### config.mk
export PLATFORM = sky130hd
export DESIGN_NAME = pulse_sorter_mc
export DESIGN_NICKNAME = d
export VERILOG_FILES = /design/src/rtl/pulse_sorter_mc.sv
export SDC_FILE = /design/constraint.sdc
export NUM_CORES = 1
export LEC_CHECK = 0
export BUFFER_PORTS_ARGS = -buffer_cell sky130_fd_sc_hd__clkbuf_2
export CAP_MARGIN = 10
export CORE_UTILIZATION = 43
export CTS_CLUSTER_DIAMETER = 80
export DETAILED_ROUTE_END_ITERATION = 8
export PLACE_DENSITY_LB_ADDON = 0.3
export SKIP_LAST_GASP = 1
export SYNTH_ARGS = -nofsm -noshare
export SYNTH_HDL_FRONTEND = slang
export SYNTH_SLANG_ARGS = --single-unit
### constraint.sdc
create_clock -name clk -period 4.1 [get_ports clk]
set_clock_uncertainty 0.15 [all_clocks]
set_input_delay 0.82 -clock clk [delete_from_list [all_inputs] [get_ports clk]]
set_output_delay 0.82 -clock clk [all_outputs]
set_load 0.005 [all_outputs]
### src/rtl/pulse_sorter_mc.sv
// Multi-channel pulse detector: inversion, saturating abs, hysteresis/min-width
// qualification, peak capture, event counting and a per-channel pulse stretcher.
module pulse_sorter_mc #(
  parameter int unsigned          NCH     = 2,
  parameter int unsigned          DW      = 14,
  parameter int unsigned          CW      = 16,
  parameter logic signed [DW-1:0] OUT_AMP = 14'sd4095
) (
  input  logic              clk,
  input  logic              rst,
  input  logic              in_valid,
  input  logic [NCH*DW-1:0] in_data,
  input  logic [NCH-1:0]    invert,
  input  logic [DW-1:0]     thr_hi,
  input  logic [DW-1:0]     thr_lo,
  input  logic [CW-1:0]     min_width,
  input  logic [CW-1:0]     stretch_len,
  input  logic              mode_oneshot,
  input  logic              cnt_clr,
  output logic [NCH-1:0]    pulse,
  output logic [NCH*DW-1:0] out_level,
  output logic [NCH-1:0]    event_stb,
  output logic [NCH*DW-1:0] peak,
  output logic [NCH*32-1:0] count
);

  typedef enum logic [1:0] {S_IDLE = 2'd0, S_QUAL = 2'd1, S_ACTIVE = 2'd2} state_t;

  localparam logic signed [DW-1:0] S_MAX = {1'b0, {(DW-1){1'b1}}};
  localparam logic signed [DW-1:0] S_MIN = {1'b1, {(DW-1){1'b0}}};

  logic          a_valid, b_valid;
  logic [CW-1:0] mw_eff;

  assign mw_eff = (min_width == '0) ? CW'(1) : min_width;

  always_ff @(posedge clk) begin
    if (rst) begin
      a_valid <= 1'b0;
      b_valid <= 1'b0;
    end else begin
      a_valid <= in_valid;
      b_valid <= a_valid;
    end
  end

  for (genvar k = 0; k < NCH; k++) begin : g_ch
    logic signed [DW-1:0] x_in, a_data;
    logic [DW-1:0]        b_mag, trk, trk_n, peak_q;
    state_t               st, st_n;
    logic [CW-1:0]        run, run_n, tmr, tmr_n;
    logic                 ev, ev_q, pulse_q, pulse_n;
    logic [31:0]          cnt_q;

    assign x_in = in_data[k*DW +: DW];

    // Both negation and abs saturate the most-negative code to +max.
    always_ff @(posedge clk) begin
      if (rst) begin
        a_data <= '0;
        b_mag  <= '0;
      end else begin
        if (invert[k]) a_data <= (x_in == S_MIN) ? S_MAX : -x_in;
        else           a_data <= x_in;
        if (a_data[DW-1]) b_mag <= $unsigned((a_data == S_MIN) ? S_MAX : -a_data);
        else              b_mag <= $unsigned(a_data);
      end
    end

    always_comb begin
      st_n  = st;
      run_n = run;
      trk_n = trk;
      ev    = 1'b0;
      if (b_valid) begin
        case (st)
          S_IDLE: begin
            if (b_mag >= thr_hi) begin
              trk_n = b_mag;
              if (mw_eff == CW'(1)) begin
                st_n = S_ACTIVE;
              end else begin
                st_n  = S_QUAL;
                run_n = CW'(1);
              end
            end
          end
          S_QUAL: begin
            if (b_mag >= thr_hi) begin
              run_n = run + CW'(1);
              if (b_mag > trk) trk_n = b_mag;
              if (run_n >= mw_eff) st_n = S_ACTIVE;
            end else begin
              st_n = S_IDLE;
            end
          end
          S_ACTIVE: begin
            if (b_mag > trk) trk_n = b_mag;
            if (b_mag < thr_lo) begin
              st_n = S_IDLE;
              ev   = 1'b1;
            end
          end
          default: st_n = S_IDLE;
        endcase
      end
    end

    // Timer holds the number of pulse cycles still owed after the current one.
    always_comb begin
      pulse_n = 1'b0;
      tmr_n   = '0;
      if (!mode_oneshot && st_n == S_ACTIVE) begin
        pulse_n = 1'b1;
        tmr_n   = stretch_len;
      end else if (mode_oneshot && st_n == S_ACTIVE && st != S_ACTIVE && tmr == '0) begin
        pulse_n = 1'b1;
        tmr_n   = (stretch_len == '0) ? '0 : stretch_len - CW'(1);
      end else if (tmr != '0) begin
        pulse_n = 1'b1;
        tmr_n   = tmr - CW'(1);
      end
    end

    always_ff @(posedge clk) begin
      if (rst) begin
        st      <= S_IDLE;
        run     <= '0;
        trk     <= '0;
        tmr     <= '0;
        pulse_q <= 1'b0;
        ev_q    <= 1'b0;
        peak_q  <= '0;
        cnt_q   <= '0;
      end else begin
        st      <= st_n;
        run     <= run_n;
        trk     <= trk_n;
        tmr     <= tmr_n;
        pulse_q <= pulse_n;
        ev_q    <= ev;
        if (ev) peak_q <= trk_n;
        if (cnt_clr)                cnt_q <= '0;
        else if (ev && cnt_q != '1) cnt_q <= cnt_q + 32'd1;
      end
    end

    assign pulse[k]                = pulse_q;
    assign event_stb[k]            = ev_q;
    assign out_level[k*DW +: DW]   = pulse_q ? OUT_AMP : '0;
    assign peak[k*DW +: DW]        = peak_q;
    assign count[k*32 +: 32]       = cnt_q;
  end

endmodule

==> metrics.md <==
| Metric | Value |
|---|---|
| Status | `completed` |
| Die Y | `189 um` |
| Starting Density | `44.2%` |
| Post-CTS Setup Inserts | `0` |
| EDFF count, synth | `0` |
| RSZ-0062 raised after global routing | `false` |
| Warnings from Yosys | `0` |
| Non-filler instance count after layout | `2482` |
| CP endpoint kind | `flip-flop` |
| Logic pwr share | `21.9%` |
| Clock root cell | `clkbuf_16` |
| # H-tree levels | `1` |
| Clock power frac | `40.1%` |
| Cell Area, Placed | `16400 um^2` |
| Fill count | `3246` |
| Dpl hpwl | `30600 um` |
| Synth top area share | `33.4%` |
| Routed length per instance | `16.3 um` |
| Register area | `5010 um^2` |
| Psw | `2140 uW` |
| Vias/cell | `5.52` |
| #FFs+latches synth | `250` |
| Final setup viols | `0` |
| Critical path class | `flip-flop to flip-flop` |
| Port bufs | `214` |
| Max-slew violation count | `0` |
| Skew-Pair Late Insertion Delay | `550 ps` |
| Top_reg_cell synth | `dfxtp_1` |
| Critical path required time | `4380 ps` |
| Vias | `13700` |
| Row Count | `67` |
| Maximum VDD drop | `283 uV` |
| First DRT Iteration DRCs | `876` |
| Final setup margin | `221 ps` |
| Leakage | `0.00743 uW` |
| Library cells used by synthesis | `64` |
| Most common cell in the synthesized netlist | `dfxtp_1` |
| Internal | `5170 uW` |
| Share of layout cells above drive strength 1 | `15.9%` |
| First-pass DRT Iterations | `5` |
| Sequential Power Share | `38.0%` |
| Pre-CTS setup slack | `-64.1 ps` |
| CTS sink count | `250` |
| Crit path max fanout | `16` |
| Synthesized instance count | `1842` |
| First-pass GRT wire length | `65100 um` |
| Cell area power density | `417 nW/um^2` |
| Reg2reg start | `g_ch[1].run[0]` |
| Final ANT Viol Nets | `0` |
| Hold path start | `g_ch[0].peak_q[7]` |
| Register area share after synthesis | `33.4%` |
| GR Overflow Total | `0` |
| Final hold violation count | `0` |
| Routed WL | `40400 um` |
| Synthesized cell area | `15000 um^2` |
| Die area | `35600 um^2` |
| Synth area leader | `dfxtp_1` |
| Largest net degree at the start of global routing | `187` |
| Synth area leaders | `dfxtp_1 33%, ha_1 10%, nor2_1 5.3%` |
| Hold-fix buffers, CTS | `0` |
| Worst min-delay path class | `flip-flop to flip-flop` |
| Footprint of the multi-input gates | `9000 um^2` |
| Arr. time, crit path | `4160 ps` |
| Sw frac | `29.2%` |
| Final Instance Area | `17500 um^2` |
| Total of max-cap violations | `0` |
| Reg-to-reg slack, setup | `220 ps` |
| CTS Buffer Depth | `3` |
| Synth Area per Inst | `8.13 um^2` |
| Final Wtd Congestion | `0.889` |
| TritonCTS clock tree | `built` |
| All-Layer GR Usage | `22.0%` |
| Setup TNS Final | `0 ps` |
| Max_slew headroom | `46.2%` |
| Core box area | `33900 um^2` |
| Fmax | `258 MHz` |
| Total power | `7310 uW` |
| Fin nets | `2232` |
| Ratio of final minimum period to clock period | `94.6%` |
| Die width | `189 um` |
| Least-Margin Pin Slew | `808 ps` |
| Commonest cells post-synth | `250 x dfxtp_1, 210 x nor2_1, 139 x a21oi_1, 126 x inv_1, 125 x ha_1` |
| Placed cells | `2430` |
| Startpoint class of the critical path | `flip-flop` |
| Area grow syn2layout | `16.9%` |
| CTS clk-pin slew, worst paths | `60 ps` |
| IO Pins | `219` |
| Drt drc | `0` |
| Initial antenna violation count | `0` |
| Vias in the first global route | `12900` |
| Ant diodes | `0` |
| Final min period | `3880 ps` |
| FFs w/ async S/R, synth | `0%` |
| CTS Buf Count | `28` |
| CP startpoint | `g_ch[1].run[0]` |
-- critical path: stages (launching register included) --
cell and delay (ps):
dfxtp_1 340, ha_2 220, nand3_1 110, nor3_2 160, and3_4 230, and3_2 230, nand3_1 130, xnor2_2 180
ha_1 320, a21oi_1 150, nand2_1 70, a221oi_1 290, o21ai_1 180, a31oi_1 190, o2bb2ai_1 110, and2_0 160
buf_4 200, a2111oi_1 350
-- logic make-up (layout without fill, tap and decap cells) --
group	after synthesis	in the layout	share of synthesized area [%]
AND/OR/NAND/NOR	646	646	21.5
AO/OA/AOI/OAI	407	407	17.2
flip-flops	250	250	33.4
buffers and inverters	238	427	6.83
XOR/XNOR	137	137	8.01
adder cells (fa/ha/maj)	125	125	10.4
multiplexers	38	38	2.54
other	1	4	0.0250
-- registers in the layout (all words and copies together) (netlist names) --
register / count
g_ch.run: 32
g_ch.cnt_q: 64
g_ch.pulse_q: 2
g_ch.st: 4
g_ch.a_data: 28
g_ch.peak_q: 28
g_ch.b_mag: 28
a_valid: 1
g_ch.ev_q: 2
b_valid: 1
g_ch.trk: 28
g_ch.tmr: 32
-- timing repair --
item | in CTS | in global routing
gates resized for setup | 2 | 13
endpoints found under the hold margin | 0 | 0
endpoints found under the setup margin | 1 | 33
pin swaps | 0 | 4
-- placed cells by master, fill, tap and decap left out, types with 34 or more instances in the layout --
cell,n
nand3_1,55
or3_1,60
nor2_1,210
nor3_1,48
ha_1,124
dfxtp_1,249
mux2i_1,38
o21ai_0,87
nand2_1,103
nand4_1,34
xnor2_1,58
xor2_1,78
inv_1,126
clkbuf_2,213
a21oi_1,139
a211oi_1,53
-- layout make-up --
| type | instances | area share (%) |
|---|---|---|
| Clock inverter | 20 | 1.89 |
| Sequential cell | 250 | 28.6 |
| Inverter | 127 | 2.72 |
| Multi-Input combinational cell | 1357 | 51.4 |
| Tap cell | 448 | 3.20 |
| Clock buffer | 32 | 4.38 |
| Timing Repair Buffer | 248 | 7.76 |
-- through the flow --
stage	utilization, %	hold slack (ps)
6_report	51.7	345
5_1_grt	51.7	350
4_1_cts	51.5	346
3_5_place_dp	48.3	335
3_3_place_gp	48.3	332
2_1_floorplan	-	264
-- metal layers --
| layer | global-route usage, % | up-vias | routed length [um] |
|---|---|---|---|
| li1 | - | 6858 | - |
| met1 | 30.7 | 6325 | 19000 |
| met2 | 35.9 | 456 | 17900 |
| met3 | 3.05 | 53 | 2670 |
| met4 | 4.90 | 0 | 743 |
| met5 | 0 | - | 0 |
-- path summary, 6_finish.rpt --
kind | endpoint | cells after the start
setup / recovery | g_ch[1].tmr[6] | 17
setup reg to reg | g_ch[1].tmr[6] | 17
hold / removal | g_ch[0].peak_q[7] | 2
hold reg to reg | g_ch[0].peak_q[7] | 2
-- power groups by stage --
stage / logic, uW / registers [uW] / clock network, uW
2_1_floorplan: 1290 / 2760 / 0
6_report: 1600 / 2780 / 2930
3_5_place_dp: 1560 / 2830 / 0
3_3_place_gp: 1520 / 2820 / 0
4_1_cts: 1580 / 2770 / 2980
5_1_grt: 1800 / 2800 / 3080
(Power assumes the default switching activity.)
